===== src/rtl/bram_line_reader_pkg.sv =====
// bram_line_reader_pkg
//   Shared definitions for the BRAM line reader: default geometry, word and
//   address typedefs for that geometry, and the FSM state encoding.
//   The state type is exported on the top-level debug port.
package bram_line_reader_pkg;

  localparam int DEF_DATA_WIDTH = 32;
  localparam int DEF_ADDR_WIDTH = 10;
  localparam int DEF_LINE_WORDS = 16;
  // Word-offset width within a line for the default geometry.
  localparam int DEF_OFF_W      = $clog2(DEF_LINE_WORDS);
  localparam int DEF_IDX_W      = DEF_ADDR_WIDTH - DEF_OFF_W;

  typedef logic [DEF_DATA_WIDTH-1:0] word_t;
  typedef logic [DEF_ADDR_WIDTH-1:0] addr_t;
  typedef logic [DEF_OFF_W-1:0]      off_t;
  typedef logic [DEF_IDX_W-1:0]      index_t;

  typedef enum logic [1:0] {
    ST_IDLE  = 2'd0,
    ST_READ  = 2'd1,
    ST_DRAIN = 2'd2
  } state_t;

endpackage


===== src/rtl/bram_line_reader_if.sv =====
// bram_line_reader_if
//   Request and beat-stream signals of the line reader.
//   Handshake rule (both channels): a transfer happens on a rising clk edge
//   where valid and ready are both 1. Once out_valid is raised it stays 1,
//   and out_data/out_last stay stable, until the beat is taken.
//   req_valid may be held while req_ready is 0; it is simply not taken.
//   Modports:
//     master : request source and beat sink (writeback path side)
//     slave  : the line reader itself
interface bram_line_reader_if #(
  parameter int DATA_WIDTH  = 32,
  parameter int INDEX_WIDTH = 6
);
  logic                   req_valid;
  logic                   req_ready;
  logic [INDEX_WIDTH-1:0] req_index;
  logic                   out_valid;
  logic                   out_ready;
  logic [DATA_WIDTH-1:0]  out_data;
  logic                   out_last;

  modport master (
    output req_valid, req_index, out_ready,
    input  req_ready, out_valid, out_data, out_last
  );

  modport slave (
    input  req_valid, req_index, out_ready,
    output req_ready, out_valid, out_data, out_last
  );
endinterface


===== src/rtl/bram_line_reader_skid_fifo2.sv =====
// skid_fifo2
//   Two-entry register FIFO holding BRAM words between the read port and
//   the output stream.
//   Ports:
//     clk, resetn  clock, synchronous active-low reset (empties the FIFO)
//     push, push_data  write one word
//     pop          remove the head word (ignored when empty)
//     count        occupancy 0..2
//     head         oldest word (entry 0), meaningful when count != 0
//   The caller never pushes into a full FIFO without popping the same cycle.
module skid_fifo2 #(
  parameter int W = 32
) (
  input  logic         clk,
  input  logic         resetn,
  input  logic         push,
  input  logic [W-1:0] push_data,
  input  logic         pop,
  output logic [1:0]   count,
  output logic [W-1:0] head
);

  logic [W-1:0] entry0_q;
  logic [W-1:0] entry1_q;
  logic [1:0]   count_q;
  logic         pop_eff;
  logic         push_eff;

  assign pop_eff  = pop && (count_q != 2'd0);
  assign push_eff = push && ((count_q != 2'd2) || pop_eff);

  always_ff @(posedge clk) begin
    if (!resetn) begin
      count_q <= 2'd0;
    end else begin
      case ({push_eff, pop_eff})
        2'b10:   count_q <= count_q + 2'd1;
        2'b01:   count_q <= count_q - 2'd1;
        default: count_q <= count_q;
      endcase
    end
  end

  // Entry 0 is always the head; a pop shifts entry 1 forward.
  always_ff @(posedge clk) begin
    case ({push_eff, pop_eff})
      2'b10: begin
        if (count_q == 2'd0) entry0_q <= push_data;
        else                 entry1_q <= push_data;
      end
      2'b01: begin
        entry0_q <= entry1_q;
      end
      2'b11: begin
        if (count_q == 2'd1) begin
          entry0_q <= push_data;
        end else begin
          entry0_q <= entry1_q;
          entry1_q <= push_data;
        end
      end
      default: begin
        entry0_q <= entry0_q;
      end
    endcase
  end

  assign count = count_q;
  assign head  = entry0_q;

endmodule


===== src/rtl/bram_line_reader.sv =====
// bram_line_reader
//   Reads one cache line out of the read port of a dual-port BRAM and
//   streams it as valid/ready beats with a last-beat flag.
//   Ports:
//     clk, resetn     clock, synchronous active-low reset
//     bus             request + beat stream (slave modport)
//     bram_en         BRAM read enable, high only on issue cycles
//     bram_write_en   byte write enables, always 0 (read-only port)
//     bram_addr       word address {line index, word offset}
//     bram_data_out   BRAM read data, one cycle after bram_en
//     busy            a line is in progress
//     state_dbg       current FSM state
//   Reads are issued only while the 2-entry FIFO can absorb every word
//   already issued, so backpressure never drops or repeats a beat.
module bram_line_reader
  import bram_line_reader_pkg::*;
#(
  parameter int DATA_WIDTH = DEF_DATA_WIDTH,
  parameter int ADDR_WIDTH = DEF_ADDR_WIDTH,
  parameter int LINE_WORDS = DEF_LINE_WORDS
) (
  input  logic                    clk,
  input  logic                    resetn,
  bram_line_reader_if.slave       bus,
  output logic                    bram_en,
  output logic [DATA_WIDTH/8-1:0] bram_write_en,
  output logic [ADDR_WIDTH-1:0]   bram_addr,
  input  logic [DATA_WIDTH-1:0]   bram_data_out,
  output logic                    busy,
  output state_t                  state_dbg
);

  localparam int OFF_W = $clog2(LINE_WORDS);
  localparam int IDX_W = ADDR_WIDTH - OFF_W;
  localparam logic [OFF_W-1:0] LAST_OFF = OFF_W'(LINE_WORDS - 1);

  state_t            state_q;
  state_t            state_d;
  logic [IDX_W-1:0]  index_q;
  logic [OFF_W-1:0]  issue_cnt_q;
  logic [OFF_W-1:0]  beat_cnt_q;
  logic              inflight_q;

  logic [1:0]        fifo_count;
  logic [DATA_WIDTH-1:0] fifo_head;

  logic              req_ready_int;
  logic              accept;
  logic              out_valid_int;
  logic              out_last_int;
  logic              pop;
  logic              issue;
  logic [2:0]        occupancy;
  logic [2:0]        limit;

  // Ready is also held low while reset is asserted.
  assign req_ready_int = (state_q == ST_IDLE) && resetn;
  assign accept        = bus.req_valid && req_ready_int;

  assign out_valid_int = (fifo_count != 2'd0);
  assign out_last_int  = out_valid_int && (beat_cnt_q == LAST_OFF);
  assign pop           = out_valid_int && bus.out_ready;

  // Words held + word arriving next edge, minus the one leaving now, must
  // leave room for the word this issue will deliver two edges later.
  assign occupancy = {1'b0, fifo_count} + {2'b00, inflight_q};
  assign limit     = 3'd2 + {2'b00, pop};
  assign issue     = (state_q == ST_READ) && (occupancy < limit);

  always_comb begin
    state_d = state_q;
    case (state_q)
      ST_IDLE:  if (accept)                         state_d = ST_READ;
      ST_READ:  if (issue && issue_cnt_q == LAST_OFF) state_d = ST_DRAIN;
      ST_DRAIN: if (pop && out_last_int)            state_d = ST_IDLE;
      default:                                      state_d = ST_IDLE;
    endcase
  end

  always_ff @(posedge clk) begin
    if (!resetn) begin
      state_q     <= ST_IDLE;
      index_q     <= '0;
      issue_cnt_q <= '0;
      beat_cnt_q  <= '0;
      inflight_q  <= 1'b0;
    end else begin
      state_q    <= state_d;
      inflight_q <= issue;
      if (accept) begin
        index_q     <= bus.req_index;
        issue_cnt_q <= '0;
        beat_cnt_q  <= '0;
      end else begin
        if (issue) issue_cnt_q <= issue_cnt_q + 1'b1;
        if (pop)   beat_cnt_q  <= beat_cnt_q + 1'b1;
      end
    end
  end

  skid_fifo2 #(
    .W(DATA_WIDTH)
  ) u_fifo (
    .clk       (clk),
    .resetn    (resetn),
    .push      (inflight_q),
    .push_data (bram_data_out),
    .pop       (pop),
    .count     (fifo_count),
    .head      (fifo_head)
  );

  assign bram_en       = issue;
  assign bram_write_en = '0;
  assign bram_addr     = {index_q, issue_cnt_q};

  assign bus.req_ready = req_ready_int;
  assign bus.out_valid = out_valid_int;
  assign bus.out_data  = fifo_head;
  assign bus.out_last  = out_last_int;

  assign busy      = (state_q != ST_IDLE);
  assign state_dbg = state_q;

endmodule


===== src/flat_wrapper.sv =====
// flat-port wrapper written by rule: the top's interface ports become plain ports
module bram_line_reader_flat import bram_line_reader_pkg::*;
#(
  parameter int DATA_WIDTH = DEF_DATA_WIDTH,
  parameter int ADDR_WIDTH = DEF_ADDR_WIDTH,
  parameter int LINE_WORDS = DEF_LINE_WORDS
)
  (clk, resetn, bram_en, bram_write_en, bram_addr, bram_data_out, busy, state_dbg, bus_req_valid, bus_req_index, bus_out_ready, bus_req_ready, bus_out_valid, bus_out_data, bus_out_last);
  bram_line_reader_if #(.DATA_WIDTH(DATA_WIDTH), .INDEX_WIDTH((DEF_IDX_W))) bus_i ();
  input  logic clk;
  input  logic resetn;
  output logic bram_en;
  output logic [DATA_WIDTH/8-1:0] bram_write_en;
  output logic [ADDR_WIDTH-1:0] bram_addr;
  input  logic [DATA_WIDTH-1:0] bram_data_out;
  output logic busy;
  output state_t state_dbg;
  input wire logic [$bits(bus_i.req_valid)-1:0] bus_req_valid;
  input wire logic [$bits(bus_i.req_index)-1:0] bus_req_index;
  input wire logic [$bits(bus_i.out_ready)-1:0] bus_out_ready;
  output wire logic [$bits(bus_i.req_ready)-1:0] bus_req_ready;
  output wire logic [$bits(bus_i.out_valid)-1:0] bus_out_valid;
  output wire logic [$bits(bus_i.out_data)-1:0] bus_out_data;
  output wire logic [$bits(bus_i.out_last)-1:0] bus_out_last;
  assign bus_i.req_valid = bus_req_valid;
  assign bus_i.req_index = bus_req_index;
  assign bus_i.out_ready = bus_out_ready;
  assign bus_req_ready = bus_i.req_ready;
  assign bus_out_valid = bus_i.out_valid;
  assign bus_out_data = bus_i.out_data;
  assign bus_out_last = bus_i.out_last;
  bram_line_reader #(.DATA_WIDTH(DATA_WIDTH), .ADDR_WIDTH(ADDR_WIDTH), .LINE_WORDS(LINE_WORDS)) u_core (.clk(clk), .resetn(resetn), .bus(bus_i), .bram_en(bram_en), .bram_write_en(bram_write_en), .bram_addr(bram_addr), .bram_data_out(bram_data_out), .busy(busy), .state_dbg(state_dbg));
endmodule

===== config.mk =====
export PLATFORM = sky130hd
export DESIGN_NAME = bram_line_reader_flat
export DESIGN_NICKNAME = d
export VERILOG_FILES = /design/src/rtl/bram_line_reader_pkg.sv /design/src/rtl/bram_line_reader_if.sv /design/src/rtl/bram_line_reader_skid_fifo2.sv /design/src/rtl/bram_line_reader.sv /design/src/flat_wrapper.sv
export SDC_FILE = /design/constraint.sdc
export NUM_CORES = 1
export LEC_CHECK = 0
export ABC_CLOCK_PERIOD_IN_PS = 2050
export CAP_MARGIN = 20
export CORE_ASPECT_RATIO = 1.2
export CORE_UTILIZATION = 25
export CTS_BUF_LIST = sky130_fd_sc_hd__clkbuf_8
export CTS_CLUSTER_SIZE = 28
export DETAILED_ROUTE_END_ITERATION = 10
export PLACE_DENSITY_LB_ADDON = 0.12
export SLEW_MARGIN = 40
export SYNTH_ARGS = -nofsm -noshare
export SYNTH_HDL_FRONTEND = slang
export SYNTH_SLANG_ARGS = --single-unit
export TNS_END_PERCENT = 30

===== constraint.sdc =====
create_clock -name clk -period 2.05 [get_ports clk]
set_input_delay 0.41 -clock clk [delete_from_list [all_inputs] [get_ports clk]]
set_output_delay 0.41 -clock clk [all_outputs]
set_load 0.03 [all_outputs]

==> flow_metrics.tcl, run 1 <==
set metrics [dict create \
    leakagePower_nw 1.68 \
    setup_tns_ps -65.7 \
    drv_cap 0 \
    synth_top_family_by_area "multiplexers" \
    via_per_inst 4.11 \
    synthAdderAreaFrac_pct 2.67 \
    layout.nets 374 \
    vias 2032 \
    cp_max_fo 3 \
    hold_viol 0 \
    finalSetupViolations 1 \
    dp_hpwl_um 4480 \
    synth.avg_cell_area_sq_um 15.5 \
    power_density_mw_per_mm2 1120 \
    grt.total_usage_pct 10.7 \
    start_kind "register" \
    grt_pass1_wl_um 10700 \
    critPathArrivalTime_ps 1710 \
    clkTransAtPathRegs_ps 100 \
    grt_start_max_net_pins 28 \
    combPwrFrac_pct 36.0 \
    synth.area.top_cells "edfxtp_1, dfxtp_1, mux2_2, ha_1, nand2_1" \
    r2r_cells 9 \
    clk_path_buf_depth 2 \
    synth_cells 212 \
    finalInstanceArea_sq_mm 0.00477 \
    crit_type "reg -> out" \
    cpMostUsedCell "ha_4" \
    yosys.area_share.simple_pct 7.14 \
    synth_enable_flop_cells 64 \
    p_sw_w 0.00179 \
    drc 0 \
    power.share.clock_pct 21.4 \
    fmax_mhz 473 \
    endpoint "bram_en" \
    fp.dieW_um 107 \
    io_buffer_count 90 \
    critPathMaxStageDelay_ps 380 \
    hp-class "reg -> reg" \
    post-route-period-util_pct 103 \
    clock_latency_ps 370 \
    switching_share_pct 33.6 \
    rsz0062_at_grt "true" \
    status "finished, violations left" \
    ctsHoldBuffers 0 \
    r2r_start "u_core.u_fifo.count[0]" \
    finalPower_w 0.00534 \
    drt-pass1-iter-count 4 \
    dpl_cell_area_sq_mm 0.00448 \
    critPathSlowestCell "or3b_4" \
    clock_sinks 83 \
    drive_gt1_share_pct 26.1 \
    synth_xor_area_share_pct 1.87 \
    ant_nets 0 \
    slew_viol_final 0 \
    min_period_ps 2120 \
    dieHeight_um 127 \
    cts_tree "done" \
    utilization_pct 37.5 \
    drt-total-wl_um 6700 \
    antenna_found_initial 0 \
    wire_per_inst_um 13.6 \
    synth-warning-count 0 \
    synth_cell_type_count 37 \
    yosysSeqAreaShare_pct 70.2 \
    crit_required_ps 1640 \
    layout_setup_ws_ps -65.7 \
    syn_area_sq_mm 0.00328 \
    grt_pass1_vias 2129 \
    cp-startpoint "u_core.u_fifo.count[0]" \
    globalplace.congestion 0.742 \
    crit_chain "ha_4, ha_4, or3b_4, a21oi_4, buf_6" \
    synth_ff_type "edfxtp_1" \
    first_iter_violations 75 \
    grt_overflow_total 0 \
    core_area_sq_mm 0.0127 \
    antenna-diode-count 0 \
    r2r_setup_slack_ps 190 \
    synth_top_area_share_pct 58.6 \
    r2r_end "u_core.issue_cnt_q[1]" \
    fin_skew_ps 15.7 \
    ys_ff_latch 83 \
    pre_cts_ws_ps -16.3 \
    violations "negative setup slack" \
    ios 95 \
    synth_top_area_cell "edfxtp_1" \
    htree_num_levels 3 \
    ir_drop_v 0.000385 \
    cts_root_buffer "clkbuf_8" \
    start_util_pct 25.8 \
    synth-compound-area-share_pct 4.05 \
    rows 45 \
    endpoint_kind "primary output" \
    synthArstFlopShare_pct 0 \
    area_delta_synth_final_pct 45.5 \
    pwr-share-seq_pct 42.6 \
    internal-power_w 0.00355 \
    numCtsBuffers 9 \
    synth_mux_area_share_pct 11.6 \
    dieArea_sq_mm 0.0136 \
]
-- power by group through the flow --
stage,Clock (W),Combinational (W),Sequential (W)
6_report,0.00114,0.00192,0.00227
5_1_grt,0.00127,0.00207,0.00230
4_1_cts,0.00121,0.00196,0.00228
3_5_place_dp,0,0.00187,0.00231
3_3_place_gp,0,0.00188,0.00231
2_1_floorplan,0,0.000673,0.00271
-- kinds of logic (layout without fill, tap and decap cells) --
logic type,Yosys count,count (layout)
XOR/XNOR,7,7
buffers and inverters,15,130
AND/OR/NAND/NOR,47,47
multiplexers,34,34
flip-flops,83,83
AO/OA/AOI/OAI,18,18
adder cells (fa/ha/maj),7,7
other,1,4
-- worst max-delay path: cells and delay by family, from the launching register on --
kind            cells  cell delay (ps)
simple gates        1              380
compound gates      1              140
fa+ha+maj           2              310
buf+inv             1              150
flops               1              370
-- repair_timing --
action,4_1_cts,5_1_grt
pin swaps,4,1
gates resized for setup,14,2
buffers inserted,5,1
setup endpoints to repair,4,2
-- flip-flops by register name (all words and copies together), names as in the netlist --
signal and count:
u_core.beat_cnt_q 4, u_core.state_dbg 2, u_core.inflight_q 1, u_core.u_fifo.head 32
u_core.index_q 6, u_core.u_fifo.count 2, u_core.issue_cnt_q 4, u_core.u_fifo.entry1_q 32
-- area by class of cell --
type	instances	area [sq um]
well taps	164	205
flip-flops and latches	83	2310
fillers	1262	7960
multi-input cells	117	956
inverters	5	18.8
repair buffers	109	1090
clock inverters	7	67.6
clock buffers	9	124
-- how the worst min path moves through the flow --
stage | start | end | cells after the start
finish | u_core.index_q[3] | u_core.index_q[3] | 2
global route | u_core.index_q[0] | u_core.index_q[0] | 2
CTS | u_core.index_q[5] | u_core.index_q[5] | 2
detailed placement | u_core.index_q[5] | u_core.index_q[5] | 2
global placement | u_core.index_q[3] | u_core.index_q[3] | 2
floorplan | u_core.beat_cnt_q[1] | u_core.beat_cnt_q[1] | 2
-- cell usage after synthesis, types with 3 or more instances --
cell type,n
ha_1,7
dfxtp_1,19
buf_4,4
mux2_2,32
xnor2_1,5
edfxtp_1,64
and2_1,3
nand2_1,21
buf_2,3
nor2_1,9
inv_1,5
o21ai_0,8
-- layer usage --
layer,routed length [um],vias to the layer above,GRT usage [%],share of wire [%]
li1,-,998,-,-
met1,3020,954,12.7,45
met2,3050,71,16.7,46
met3,455,9,3.27,6.8
met4,172,0,7.25,2.6
met5,0,-,0,0
-- layout by cell type, fill, tap and decap left out, types with 2 or more instances in the layout --
cell type,n
mux2i_1,2
nand2_1,20
dfxtp_4,2
edfxtp_1,64
o21ai_0,8
nor2b_1,2
ha_1,4
buf_12,4
and2_1,3
a21oi_1,2
nand2_2,2
buf_4,17
or3b_4,2
mux2_2,32
clkdlybuf4s50_1,85
inv_6,4
dfxtp_1,17
inv_1,4
nor2_1,9
xnor2_1,5
xor2_1,2
nand3_1,2
ha_4,3
dlygate4sd2_1,2
conb_1,4
clkbuf_8,9
-- through the flow --
step,std cells,hold WS [ps]
final,494,467
after global routing,494,490
after CTS,493,473
after detailed placement,472,455
after global placement,472,444
after floorplan,215,454
No activity file was read; power rests on OpenSTA's default activity.
==> inputs of run 2 (changes only) <==
Settings changed: ABC_CLOCK_PERIOD_IN_PS 2050 to 2300, CORE_ASPECT_RATIO 1.2 to 0.9.
Clock period 2.05 ns to 2.3 ns, I/O delays scaled along.
==> flow_metrics.tcl, run 2 (same netlist as run 1, synthesis figures left out) <==
set metrics [dict create \
    area_delta_synth_final_pct 45.1 \
    crit_required_ps 1840 \
    critPathArrivalTime_ps 1760 \
    drt-total-wl_um 6700 \
    ctsHoldBuffers 0 \
    drv_cap 0 \
    vias 2042 \
    slew_viol_final 0 \
    drt-pass1-iter-count 3 \
    fmax_mhz 450 \
    ir_drop_v 0.000303 \
    dieArea_sq_mm 0.0136 \
    finalPower_w 0.00491 \
    min_path_cells 2 \
    ant_nets 0 \
    mostFrequentLayoutCells "clkdlybuf4s50_1, edfxtp_1, mux2_2, nand2_1, dfxtp_1" \
    clock_latency_ps 350 \
    first_iter_violations 110 \
    utilization_pct 37.3 \
    critPathMaxStageDelay_ps 410 \
    worstHoldStart "u_core.index_q[4]" \
    cp-startpoint "u_core.u_fifo.count[0]" \
    finalSetupViolations 0 \
    crit_chain "ha_2, ha_4, or3b_4, a21oi_4, buf_6" \
    cts_root_buffer "clkbuf_8" \
    min_period_ps 2220 \
    grt_pass1_wl_um 10700 \
    clock_sinks 83 \
    rsz0062_at_grt "true" \
    grt_start_max_net_pins 33 \
    status "completed" \
    crit_type "reg -> out" \
    hold_viol 0 \
    start_util_pct 25.7 \
    antenna_found_initial 0 \
    mostFrequentLayoutCell "clkdlybuf4s50_1" \
    clk_path_buf_depth 2 \
    hp-class "reg -> reg" \
    r2r_start "u_core.u_fifo.count[0]" \
    grt_overflow_total 0 \
    via_per_inst 4.17 \
    cp_max_fo 3 \
    drc 0 \
    critPathSlowestCell "or3b_4" \
    htree_num_levels 3 \
    fin_skew_ps 5.70 \
    power_density_mw_per_mm2 1030 \
    num-fill-cells 1239 \
    numCtsBuffers 9 \
    dp_hpwl_um 4440 \
    r2r_cells 8 \
    wire_per_inst_um 13.7 \
    fin_hold_ws_ps 466 \
    endpoint_kind "primary output" \
    fp.dieW_um 123 \
    start_kind "register" \
    leakagePower_nw 1.67 \
    clkTransAtPathRegs_ps 90 \
    dieHeight_um 111 \
    cts_tree "done" \
    grt.total_usage_pct 10.6 \
    drive_gt1_share_pct 24.8 \
    antenna-diode-count 0 \
    globalplace.congestion 0.709 \
    rows 39 \
    core_area_sq_mm 0.0127 \
    ios 95 \
    io_buffer_count 90 \
    grt_pass1_vias 2075 \
    post-route-period-util_pct 96.6 \
    layout.nets 370 \
]
==> run 2: cell count changes in the layout (fill, tap and decap cells not counted), moves of 2 or more <==
cell | before | now
dfxtp_2 | 0 | 2
buf_4 | 17 | 12
bufinv_16 | 0 | 2
inv_6 | 4 | 1
clkdlybuf4s50_1 | 85 | 87
==> run 2: power by group <==
| group | leakage [nW] | internal [W] | total [W] | switching [W] |
|---|---|---|---|---|
| combinational | 0.817 | 0.000796 | 0.00171 | 0.000918 |
| sequential | 0.745 | 0.00195 | 0.00203 | 0.0000840 |
| clock | 0.109 | 0.000621 | 0.00117 | 0.000547 |
| total | 1.67 | 0.00337 | 0.00491 | 0.00155 |
==> run 2: metrics by stage <==
stage               instance area, sq um  setup slack (ps)  cells  TNS [ps]
finish                              4760              77.4    490         0
global route                        4760             -5.77    490     -5.77
CTS                                 4710              1.49    489         0
detailed placement                  4450              80.0    469         0
global placement                    4450              98.7    469         0
floorplan                           3290              88.1    215         0
==> run 2: final cells by class <==
| type | count | area (sq um) | area share (%) |
|---|---|---|---|
| Multi-Input combinational cell | 117 | 945 | 19.9 |
| Clock inverter | 7 | 100 | 2.10 |
| Timing Repair Buffer | 105 | 1050 | 22.1 |
| Tap cell | 164 | 205 | 4.31 |
| Clock buffer | 9 | 124 | 2.60 |
| Sequential cell | 83 | 2310 | 48.5 |
| Inverter | 5 | 21.3 | 0.447 |
==> run 2: worst max-delay path: cells and delay by family, from the launching register on <==
| family | cells | cell delay [ps] |
|---|---|---|
| AO/OA/AOI/OAI | 1 | 140 |
| adder cells (fa/ha/maj) | 2 | 360 |
| buffers and inverters | 1 | 150 |
| flip-flops | 1 | 370 |
| AND/OR/NAND/NOR | 1 | 410 |
==> run 2: worst paths after layout <==
kind,slack (ps),endpoint
min,470,u_core.index_q[4]
max reg2reg,430,u_core.state_dbg[0]
max,80,bram_en
min reg2reg,470,u_core.index_q[4]
==> run 2: timing repair <==
action	CTS	global route
pin swaps	2	4
endpoints found under the setup margin	3	1
endpoints found under the hold margin	0	0
gates cloned	0	0
setup buffers	4	1
gates resized for setup	7	9
==> run 2: per-layer routing <==
layer | GRT usage, % | part of all wire (%)
met1 | 13.2 | 47
met2 | 16.4 | 45
met3 | 4.80 | 7.1
met4 | 3.41 | 1.1
met5 | 0 | 0
==> inputs of run 3 (changes only) <==
Settings changed: ABC_CLOCK_PERIOD_IN_PS 2300 to 1800.
Clock period 2.3 ns to 1.8 ns, I/O delays scaled along.
==> flow_metrics.tcl, run 3 (same netlist as run 1, synthesis figures left out) <==
set metrics [dict create \
    topRoutingLayerUsed "met4" \
    grt_pass1_wl_um 11200 \
    cts_tree "done" \
    route.met3.wl_um 619 \
    layout.nets 380 \
    slew_viol_final 0 \
    r2r_start "u_core.u_fifo.count[0]" \
    clock_latency_ps 350 \
    mostFrequentLayoutCells "clkdlybuf4s50_1, edfxtp_1, mux2_2, nand2_1, buf_4" \
    via_per_inst 4.10 \
    hold_viol 0 \
    r2r_end "u_core.state_dbg[0]" \
    post-route-period-util_pct 114 \
    num-fill-cells 1231 \
    drc 0 \
    cpMostUsedCell "ha_4" \
    fin_hold_ws_ps 471 \
    r2r_cells 6 \
    antenna_found_initial 0 \
    ir_drop_v 0.000353 \
    numCtsBuffers 9 \
    crit_chain "ha_4, ha_4, or3b_4, a21oi_4, buf_6" \
    violations "negative setup slack" \
    drive_gt1_share_pct 27.7 \
    clk_path_buf_depth 2 \
    first_iter_violations 116 \
    mostFrequentLayoutCell "clkdlybuf4s50_1" \
    rsz0062_at_grt "true" \
    grt_overflow_total 0 \
    power_density_mw_per_mm2 1300 \
    crit_required_ps 1440 \
    area_delta_synth_final_pct 49.1 \
    pre_cts_ws_ps -216 \
    finalPower_w 0.00633 \
    cpLargestDelayFamily "simple AND/OR/NAND/NOR gates" \
    leakagePower_nw 1.84 \
    layout_setup_ws_ps -250 \
    critPathMaxStageDelay_ps 380 \
    finalSetupViolations 2 \
    grt.total_usage_pct 11.1 \
    wire_per_inst_um 13.9 \
    endpoint_kind "primary output" \
    ant_nets 0 \
    worstHoldStart "u_core.index_q[1]" \
    start_kind "register" \
    cp_max_fo 3 \
    grt_start_max_net_pins 22 \
    grt_pass1_vias 2163 \
    cts_root_buffer "clkbuf_8" \
    core_area_sq_mm 0.0127 \
    drt-pass1-iter-count 4 \
    start_util_pct 25.7 \
    status "finished, violations left" \
    ios 95 \
    min_path_cells 2 \
    drt-total-wl_um 6930 \
    utilization_pct 38.4 \
    fin_skew_ps 9.26 \
    clock_sinks 83 \
    hold_end "u_core.index_q[1]" \
    fp.dieW_um 123 \
    crit_type "reg -> out" \
    vias 2048 \
    rows 39 \
    htree_num_levels 3 \
    drt-met1-wl_um 3070 \
    hp-class "reg -> reg" \
    dp_hpwl_um 4770 \
    critPathSlowestCell "or3b_4" \
    io_buffer_count 90 \
    clkTransAtPathRegs_ps 80 \
    antenna-diode-count 0 \
    dieHeight_um 111 \
    crit_buf_inv 1 \
    r2r_setup_slack_ps 20 \
    fmax_mhz 488 \
    dieArea_sq_mm 0.0136 \
    ctsHoldBuffers 0 \
    critPathArrivalTime_ps 1690 \
    drv_cap 0 \
    globalplace.congestion 0.721 \
    dr_wl_met2_um 3170 \
    min_period_ps 2050 \
]
## run 3: what timing repair did
action / 4_1_cts / 5_1_grt
setup buffers: 4 / 0
endpoints found under the hold margin: 0 / 0
gates resized for setup: 22 / 10
endpoints found under the setup margin: 27 / 14
pin swaps: 6 / 1
## run 3: per-layer routing
metal	up-vias	track usage, %
li1	1005	-
met1	963	14.1
met3	6	5.53
met5	-	0
met4	0	3.17
met2	74	16.6
## run 3: final cells by class
type	instances	area [sq um]	share of cell area (%)
clock buffers	9	124	2.53
clock inverters	7	75.1	1.54
inverters	5	18.8	0.384
multi-input cells	117	973	19.9
flip-flops and latches	83	2310	47.2
well taps	164	205	4.20
repair buffers	115	1180	24.2
## run 3: stage by stage
step,std cells,area (sq um),TNS [ps]
floorplan,215,3300,-24.0
global placement,480,4580,-13640
detailed placement,480,4580,-14320
CTS,500,4860,-444
global route,500,4890,-634
finish,500,4890,-353
## run 3: worst register-to-register path: stages, from the launching register on
cell     delay, ps
dfxtp_4        360
ha_4           160
ha_4           150
or4bb_1        520
a21oi_4        160
nand3_2        100
a41o_1         240
## run 3: how the worst max path moves through the flow
stage                            from             endpoint  slack (ps)  cells after the start
3_5_place_dp            bus_out_ready              bram_en        -220                      4
6_report       u_core.u_fifo.count[0]              bram_en        -250                      5
3_3_place_gp            bus_out_ready              bram_en        -220                      4
2_1_floorplan   u_core.issue_cnt_q[0]  u_core.state_dbg[0]         -10                      5
5_1_grt        u_core.u_fifo.count[0]              bram_en        -320                      5
4_1_cts        u_core.u_fifo.count[0]              bram_en        -300                      5
## run 3: report_power, final
| group | internal, W | switching [W] | total [W] | leakage [nW] |
|---|---|---|---|---|
| Combinational | 0.00115 | 0.00122 | 0.00237 | 1.00 |
| Sequential | 0.00249 | 0.000104 | 0.00259 | 0.744 |
| Clock | 0.000649 | 0.000716 | 0.00136 | 0.0939 |
